## config.mk

```make
export PLATFORM = sky130hd
export DESIGN_NAME = refresh_scheduler
export DESIGN_NICKNAME = d
export VERILOG_FILES = /design/src/rtl/refresh_scheduler.sv
export SDC_FILE = /design/constraint.sdc
export NUM_CORES = 1
export LEC_CHECK = 0
export ABC_AREA = 1
export BUFFER_PORTS_ARGS = -buffer_cell sky130_fd_sc_hd__buf_2
export CAP_MARGIN = 20
export CORE_AREA = 2 2 67 69
export DETAILED_ROUTE_END_ITERATION = 10
export DIE_AREA = 0 0 69 71
export HOLD_SLACK_MARGIN = 0.15
export PLACE_DENSITY = 0.77
export REMOVE_ABC_BUFFERS = 1
export SYNTH_ARGS = -nofsm -noshare
export SYNTH_HDL_FRONTEND = slang
export SYNTH_SLANG_ARGS = --single-unit
```

## constraint.sdc

```tcl
create_clock -name core_clk -period 5.17 [get_ports core_clk]
set_clock_uncertainty 0.05 [all_clocks]
set_input_delay 0.517 -clock core_clk [delete_from_list [all_inputs] [get_ports core_clk]]
set_output_delay 0.517 -clock core_clk [all_outputs]
set_load 0.03 [all_outputs]
```

## src/rtl/refresh_scheduler.sv

```systemverilog
// rtl/refresh_scheduler.sv - per-rank DDR refresh timer and postponement tracker
//
// Counts tREFI independently for each rank, with the ranks' first intervals
// staggered so they do not all come due together. Owed refreshes accumulate
// up to C_MAX_POSTPONE. Normal and urgent requests go to main_control, and
// each rank is held busy for tRFC after every accepted REF.
//
// Ports:
//   core_clk          : core clock
//   core_arstn        : asynchronous active-low reset
//   enable            : refresh tracking enable (init done / not in self-refresh)
//   ref_ack[i]        : REF issued to rank i this cycle (one-cycle pulse)
//   ref_req[i]        : rank i owes a refresh and is not inside tRFC
//   ref_urgent[i]     : rank i owed count >= C_URGENT_THRESH
//   rank_busy[i]      : rank i inside its tRFC window
//   pending[4i+3:4i]  : owed refresh count of rank i
//   overflow[i]       : sticky, a tick arrived while rank i was at C_MAX_POSTPONE

module refresh_scheduler #(
  parameter int C_CS_WIDTH      = 1,
  parameter int C_CNT_WIDTH     = 16,
  parameter int C_TREFI_CYCLES  = 6240,
  parameter int C_TRFC_CYCLES   = 128,
  parameter int C_MAX_POSTPONE  = 8,
  parameter int C_URGENT_THRESH = 7
) (
  input  logic                      core_clk,
  input  logic                      core_arstn,
  input  logic                      enable,
  input  logic [C_CS_WIDTH-1:0]     ref_ack,
  output logic [C_CS_WIDTH-1:0]     ref_req,
  output logic [C_CS_WIDTH-1:0]     ref_urgent,
  output logic [C_CS_WIDTH-1:0]     rank_busy,
  output logic [4*C_CS_WIDTH-1:0]   pending,
  output logic [C_CS_WIDTH-1:0]     overflow
);

  if (C_CS_WIDTH < 1 || C_CS_WIDTH > 8) begin : g_bad_cs
    $error("refresh_scheduler: C_CS_WIDTH must be 1..8");
  end
  if (C_TREFI_CYCLES < 2 || C_TREFI_CYCLES > (2 ** C_CNT_WIDTH) - 1) begin : g_bad_trefi
    $error("refresh_scheduler: C_TREFI_CYCLES out of range");
  end
  if (C_TRFC_CYCLES < 1 || C_TRFC_CYCLES > C_TREFI_CYCLES - 1) begin : g_bad_trfc
    $error("refresh_scheduler: C_TRFC_CYCLES out of range");
  end
  if (C_MAX_POSTPONE < 1 || C_MAX_POSTPONE > 15) begin : g_bad_max
    $error("refresh_scheduler: C_MAX_POSTPONE must be 1..15");
  end
  if (C_URGENT_THRESH < 1 || C_URGENT_THRESH > C_MAX_POSTPONE) begin : g_bad_urg
    $error("refresh_scheduler: C_URGENT_THRESH must be 1..C_MAX_POSTPONE");
  end

  localparam int                     STAGGER    = C_TREFI_CYCLES / C_CS_WIDTH;
  localparam logic [C_CNT_WIDTH-1:0] TREFI_LAST = C_CNT_WIDTH'(C_TREFI_CYCLES - 1);
  localparam logic [C_CNT_WIDTH-1:0] TRFC_LAST  = C_CNT_WIDTH'(C_TRFC_CYCLES - 1);
  localparam logic [C_CNT_WIDTH-1:0] CNT_ONE    = C_CNT_WIDTH'(1);
  localparam logic [3:0]             MAX_PEND   = 4'(C_MAX_POSTPONE);
  localparam logic [3:0]             URG_PEND   = 4'(C_URGENT_THRESH);

  logic enable_q;
  logic enable_rise;

  assign enable_rise = enable & ~enable_q;

  always_ff @(posedge core_clk or negedge core_arstn) begin
    if (!core_arstn) begin
      enable_q <= 1'b0;
    end else begin
      enable_q <= enable;
    end
  end

  for (genvar i = 0; i < C_CS_WIDTH; i++) begin : g_rank
    // Each rank starts a different fraction of tREFI into its first interval.
    localparam logic [C_CNT_WIDTH-1:0] INTV_LOAD =
      C_CNT_WIDTH'(C_TREFI_CYCLES - 1 - i * STAGGER);

    logic [C_CNT_WIDTH-1:0] intv_q, intv_d;
    logic [C_CNT_WIDTH-1:0] trfc_q, trfc_d;
    logic [3:0]             pend_q, pend_d;
    logic                   busy_q, busy_d;
    logic                   ovf_q, ovf_d;
    logic                   req_q, urg_q;
    logic                   tick, ack_ok;

    // The request is registered, so ack_ok never loops back into ref_req
    // within a cycle.
    assign ack_ok = ref_ack[i] & req_q;
    assign tick   = enable & ~enable_rise & (intv_q == '0);

    always_comb begin
      intv_d = intv_q;
      if (enable_rise) begin
        intv_d = INTV_LOAD;
      end else if (enable) begin
        intv_d = (intv_q == '0) ? TREFI_LAST : intv_q - CNT_ONE;
      end

      pend_d = pend_q;
      ovf_d  = ovf_q;
      if (!enable) begin
        // Leaving normal operation (self-refresh/reinit) forgives owed refreshes.
        pend_d = 4'd0;
      end else if (tick && !ack_ok) begin
        if (pend_q == MAX_PEND) begin
          ovf_d = 1'b1;
        end else begin
          pend_d = pend_q + 4'd1;
        end
      end else if (ack_ok && !tick && pend_q != 4'd0) begin
        // The guard covers the one-cycle request lag after the last owed REF.
        pend_d = pend_q - 4'd1;
      end

      trfc_d = trfc_q;
      busy_d = busy_q;
      if (ack_ok) begin
        trfc_d = TRFC_LAST;
        busy_d = 1'b1;
      end else if (busy_q) begin
        if (trfc_q == '0) begin
          busy_d = 1'b0;
        end else begin
          trfc_d = trfc_q - CNT_ONE;
        end
      end
    end

    always_ff @(posedge core_clk or negedge core_arstn) begin
      if (!core_arstn) begin
        intv_q <= '0;
        trfc_q <= '0;
        pend_q <= 4'd0;
        busy_q <= 1'b0;
        ovf_q  <= 1'b0;
        req_q  <= 1'b0;
        urg_q  <= 1'b0;
      end else begin
        intv_q <= intv_d;
        trfc_q <= trfc_d;
        pend_q <= pend_d;
        busy_q <= busy_d;
        ovf_q  <= ovf_d;
        req_q  <= (pend_q != 4'd0) & ~busy_q & enable_q;
        urg_q  <= (pend_q >= URG_PEND);
      end
    end

    assign ref_req[i]        = req_q;
    assign ref_urgent[i]     = urg_q;
    assign rank_busy[i]      = busy_q;
    assign overflow[i]       = ovf_q;
    assign pending[4*i +: 4] = pend_q;
  end

endmodule

```

# ---- Yosys cells after proc, flatten, opt, wreduce, memory -nomap -nowiden
# Index checks and enable logic that the tools add are counted.
dict set report op_classes {
  bitwise_logic 9
  add_sub_neg 4
  n_reduce_logical 13
  n_mux 13
  magnitude_cmp 1
  eq_ne 4
}
# cell count
set op_table {}
lappend op_table {{$mux 16} 6}
lappend op_table {{$logic_not 16->1} 2}
lappend op_table {{$sub 16x1->16 const B} 2}
lappend op_table {{$mux 4} 4}
lappend op_table {{$and 1x1->1} 6}
lappend op_table {{$add 4x1->4 const B} 1}
lappend op_table {{$eq 4x4->1 const B} 1}
lappend op_table {{$ge 4x3->1 const B} 1}
lappend op_table {{$reduce_and 2->1} 2}
lappend op_table {{$reduce_bool 2->1} 2}
lappend op_table {{$reduce_bool 4->1} 1}
lappend op_table {{$sub 4x1->4 const B} 1}
lappend op_table {{$logic_and 1x1->1} 3}
lappend op_table {{$mux 1} 3}
lappend op_table {{$ne 3x1->1 const B} 1}
lappend op_table {{$ne 3x3->1 const B} 1}
lappend op_table {{$not 1->1} 3}
lappend op_table {{$reduce_and 3->1} 1}
lappend op_table {{$logic_not 1->1} 2}
lappend op_table {{$ne 2x2->1 const B} 1}
dict set report word_totals {
  inputBits 4
  regBits 41
  output_inout_bits 8
}

# ---- Logic depth before layout (Yosys ltp)
dict set report depth {
  ltp_word 11
  depth_mapped 15
  ltp_nobuf 15
}

# ---- Least setup slack after synthesis
# OpenSTA, ideal clock, no wires.
dict set report synth_path {
  path_kind {register to register}
  from {register g_rank[0].intv_q[0]}
  to {register g_rank[0].pend_q[3], in the netlist pending[3]}
  t_arrival_ps 1782
  path_slack_ps 3220
  stages_incl_launch_ff 13
  required_ps 5003
  n_path_buf 0
  synth_period_minus_slack_ps 1950
  path_cell_list {dfrtp_1 inv_1 ha_1 nand2_2 nor2_4 nand4_4 ha_1 nand2_1 nand3b_1 nand2_1 nand2_1 nand3_1 nand2_1}
}
dict set report synth_between {
  elab_chain_len 7
  word_cells_on_any_way 11
  cone_classes {2 x eq/ne; 2 x mux; 1 x bitwise; 6 x reduce/logical}
}
# item line
set synth_rtl {}
lappend synth_rtl {{start, declared} 79} ;# logic [C_CNT_WIDTH-1:0] intv_q, intv_d;
lappend synth_rtl {{start signal, assigned} 140} ;# intv_q <= intv_d;
lappend synth_rtl {{$logic_not 16->1 (*)} 90} ;# assign tick = enable & ~enable_rise & (intv_q == '0);
lappend synth_rtl {{$and 1x1->1 (*)} 90}
lappend synth_rtl {{$logic_not 1->1} 111} ;# end else if (ack_ok && !tick && pend_q != 4'd0) begin
lappend synth_rtl {{$logic_and 1x1->1 (2 in series)} 111}
lappend synth_rtl {{$ne 3x1->1 (no line)} n/a}
lappend synth_rtl {{$reduce_and 2->1 (no line)} n/a}
lappend synth_rtl {{end signal, assigned} 142} ;# pend_q <= pend_d;
lappend synth_rtl {{end, declared} 81} ;# logic [3:0] pend_q, pend_d;
# Mark *: on every way between the ends. The rest lies on a longest branch, timed or not.
# A chain may end at the register's enable or synchronous reset.

# ---- Worst setup path in the final report
# Ends and elaborated chain as after synthesis.

==> flow_summary.json <==
{
  "grt_pass1_vias": 2048,
  "reg2reg_slack_ps": 3030,
  "cts_tree": "done",
  "pin_count": 12,
  "area_growth_pct": 7.50,
  "slew_headroom": 0.387,
  "clockRootBuffer": "clkbuf_8",
  "cts_resized": 0,
  "fin_nets": 344,
  "drt-total-wl_um": 4910,
  "final_cell_area_sq_mm": 0.00262,
  "grtUsageTotal": 0.218,
  "dieWidth_um": 69,
  "vias": 2106,
  "post-cts-setup-buffer-count": 0,
  "cts.clk_slew.worst_paths_ps": 80,
  "first_iter_violations": 134,
  "fp.dieH_um": 71,
  "outcome": "finished clean",
  "synth_top_area_frac": 0.421,
  "grt_start_max_net_pins": 42,
  "portBuffers": 11,
  "whs_ps": 311,
  "tns_ps": 0,
  "peakVddDrop_mv": 0.223,
  "syn-cell-area_sq_mm": 0.00243,
  "antennaDiodeCount": 0,
  "cap_violations": 0,
  "syn_avg_cell_area_sq_um": 7.61,
  "path_class": "reg2reg",
  "slew_violations": 0,
  "drc": 0,
  "clk-insertion-delay-late_ps": 290,
  "cts_made_buffers": 5,
  "wl_per_cell_um": 12.6,
  "fmax_mhz": 467,
  "globalplace.congestion": 0.831,
  "setup_violations": 0,
  "ys_types": 36,
  "grt_remaining_overflow": 0,
  "leakagePower_nw": 1.23,
  "synth_area_leaders": "dfrtp_1 42%, nand2_1 11%, inv_1 6.0%",
  "antenna_found_initial": 0,
  "cts_max_path_buffers": 2,
  "drive_gt1_frac": 0.128,
  "timing.final.crit_share": 0.414,
  "finalWorstSetupSlack_ps": 3030,
  "cts_sinks": 41,
  "post_dp_cell_area_sq_mm": 0.00253,
  "start_util": 0.579,
  "crit_path_max_fanout": 5,
  "reg2regPathDepth": 12,
  "ant_nets": 0,
  "crit-reg2reg-launch": "g_rank[0].intv_q[0]",
  "synth-seq-area-share": 0.421,
  "grt_first_pass_wirelength_um": 8710,
  "holdCritPathClass": "in2async",
  "htree_levels": 2,
  "yosys.area.top_type": "dfrtp_1",
  "final_hold_viol_count": 0,
  "powerDensity_mw_per_mm2": 401,
  "core-area_sq_mm": 0.00420,
  "row_count": 24,
  "dpl.hpwl_um": 3610,
  "critPathLaunchType": "flip-flop",
  "crit_arrival_ps": 2280,
  "first_pass_iters": 4,
  "ys_ff_latch": 41,
  "pre_cts_slack_ps": 2940,
  "critPathCaptureType": "flip-flop",
  "cp_data_required_time_ps": 5310,
  "period_needed_ps": 2140,
  "die_area_sq_mm": 0.00490,
  "vias_per_cell": 5.43,
  "power.total_mw": 1.05,
  "yosysWarningCount": 0,
  "cts_hold_buf": 0,
  "r2r-end": "pending[3]",
  "syn_inst": 320,
  "worst_pin_slew_ps": 919,
  "rsz0062_at_grt": "no"
}
## cells in the final DEF (no fill, tap or decap), drive strengths merged, types with 5 or more instances in the layout
| cell | n |
|---|---|
| clkbuf | 6 |
| nand3 | 25 |
| buf | 11 |
| a21oi | 14 |
| nand2 | 79 |
| xor2 | 6 |
| nor2 | 48 |
| nor4 | 5 |
| dfrtp | 41 |
| ha | 5 |
| o21ai | 21 |
| nand4 | 6 |
| inv | 43 |
## cells in the mapped netlist (all sizes together)
master and count:
a32oi 1, o31ai 3, inv 43, nand3 25, nand2 79, nor2 48, xnor2 2, buf 2
nand4 6, nor3 4, nor4 5, xor2 6, a21oi 14, o211ai 1, and2 1, a22oi 2
clkbuf 1, a31oi 2, o21ai 21, nand3b 3, ha 5, clkinv 1, o22ai 3, nor3b 1
dfrtp 41
## critical path, stage by stage, from the launching register on
cell and delay, ps:
dfrtp_1 420, inv_1 90, ha_1 230, nand2_2 120, nor2_4 160, nand4_4 150
ha_1 370, nand2_1 50, nand3b_1 160, nand2_1 80, nand2_1 40, nand3_1 60
nand2_1 50
## sequential cells by signal (all words and copies together) (netlist names)
register       cells
overflow           1
ref_urgent         1
ref_req            1
rank_busy          1
g_rank.trfc_q     16
g_rank.intv_q     16
pending            4
enable_q           1
## worst max-delay path by stage
stage                        start    endpoint  depth (start not counted)
2_1_floorplan  g_rank[0].intv_q[0]  pending[3]                         12
3_3_place_gp               ref_ack  pending[2]                          9
3_5_place_dp               ref_ack  pending[3]                          9
4_1_cts        g_rank[0].intv_q[0]  pending[3]                         12
5_1_grt        g_rank[0].intv_q[0]  pending[2]                         15
6_report       g_rank[0].intv_q[0]  pending[3]                         12
## power by group
| part | switching (mW) | internal, mW | leakage, nW |
|---|---|---|---|
| Sequential | 0.0638 | 0.389 | 0.500 |
| Combinational | 0.260 | 0.135 | 0.688 |
| Clock | 0.109 | 0.0936 | 0.0450 |
| Total | 0.433 | 0.617 | 1.23 |
## routing by layer
metal | vias to the layer above | part of all wire | track usage
met1 | 979 | 0.47 | 0.273
met4 | 0 | 0.020 | 0.0959
li1 | 1083 | - | -
met2 | 34 | 0.48 | 0.378
met3 | 10 | 0.027 | 0.0313
met5 | - | 0 | 0
## kinds of logic (layout without fill, tap and decap cells)
group / after synthesis / count (layout) / synth area share
and+or+nand+nor: 172 / 172 / 0.338
AOI/OAI and AO/OA: 47 / 47 / 0.110
buffers and inverters: 47 / 63 / 0.0760
DFF: 41 / 41 / 0.421
xor gates and xnor gates: 8 / 8 / 0.0288
adders and majority gates: 5 / 5 / 0.0257
## stage by stage
| stage | instances | util |
|---|---|---|
| after detailed placement | 380 | 0.603 |
| after CTS | 388 | 0.623 |
| final | 388 | 0.623 |
| after global routing | 388 | 0.623 |
| after floorplan | 317 | - |
| after global placement | 380 | 0.603 |
## cell type report
| class | instances | area (sq um) |
|---|---|---|
| fillers | 357 | 1590 |
| clock inverters | 2 | 10.0 |
| flip-flops and latches | 41 | 1030 |
| inverters | 44 | 165 |
| repair buffers | 11 | 55.1 |
| well taps | 52 | 65.1 |
| multi-input cells | 232 | 1220 |
| clock buffers | 6 | 72.6 |
(Power assumes the default switching activity.)
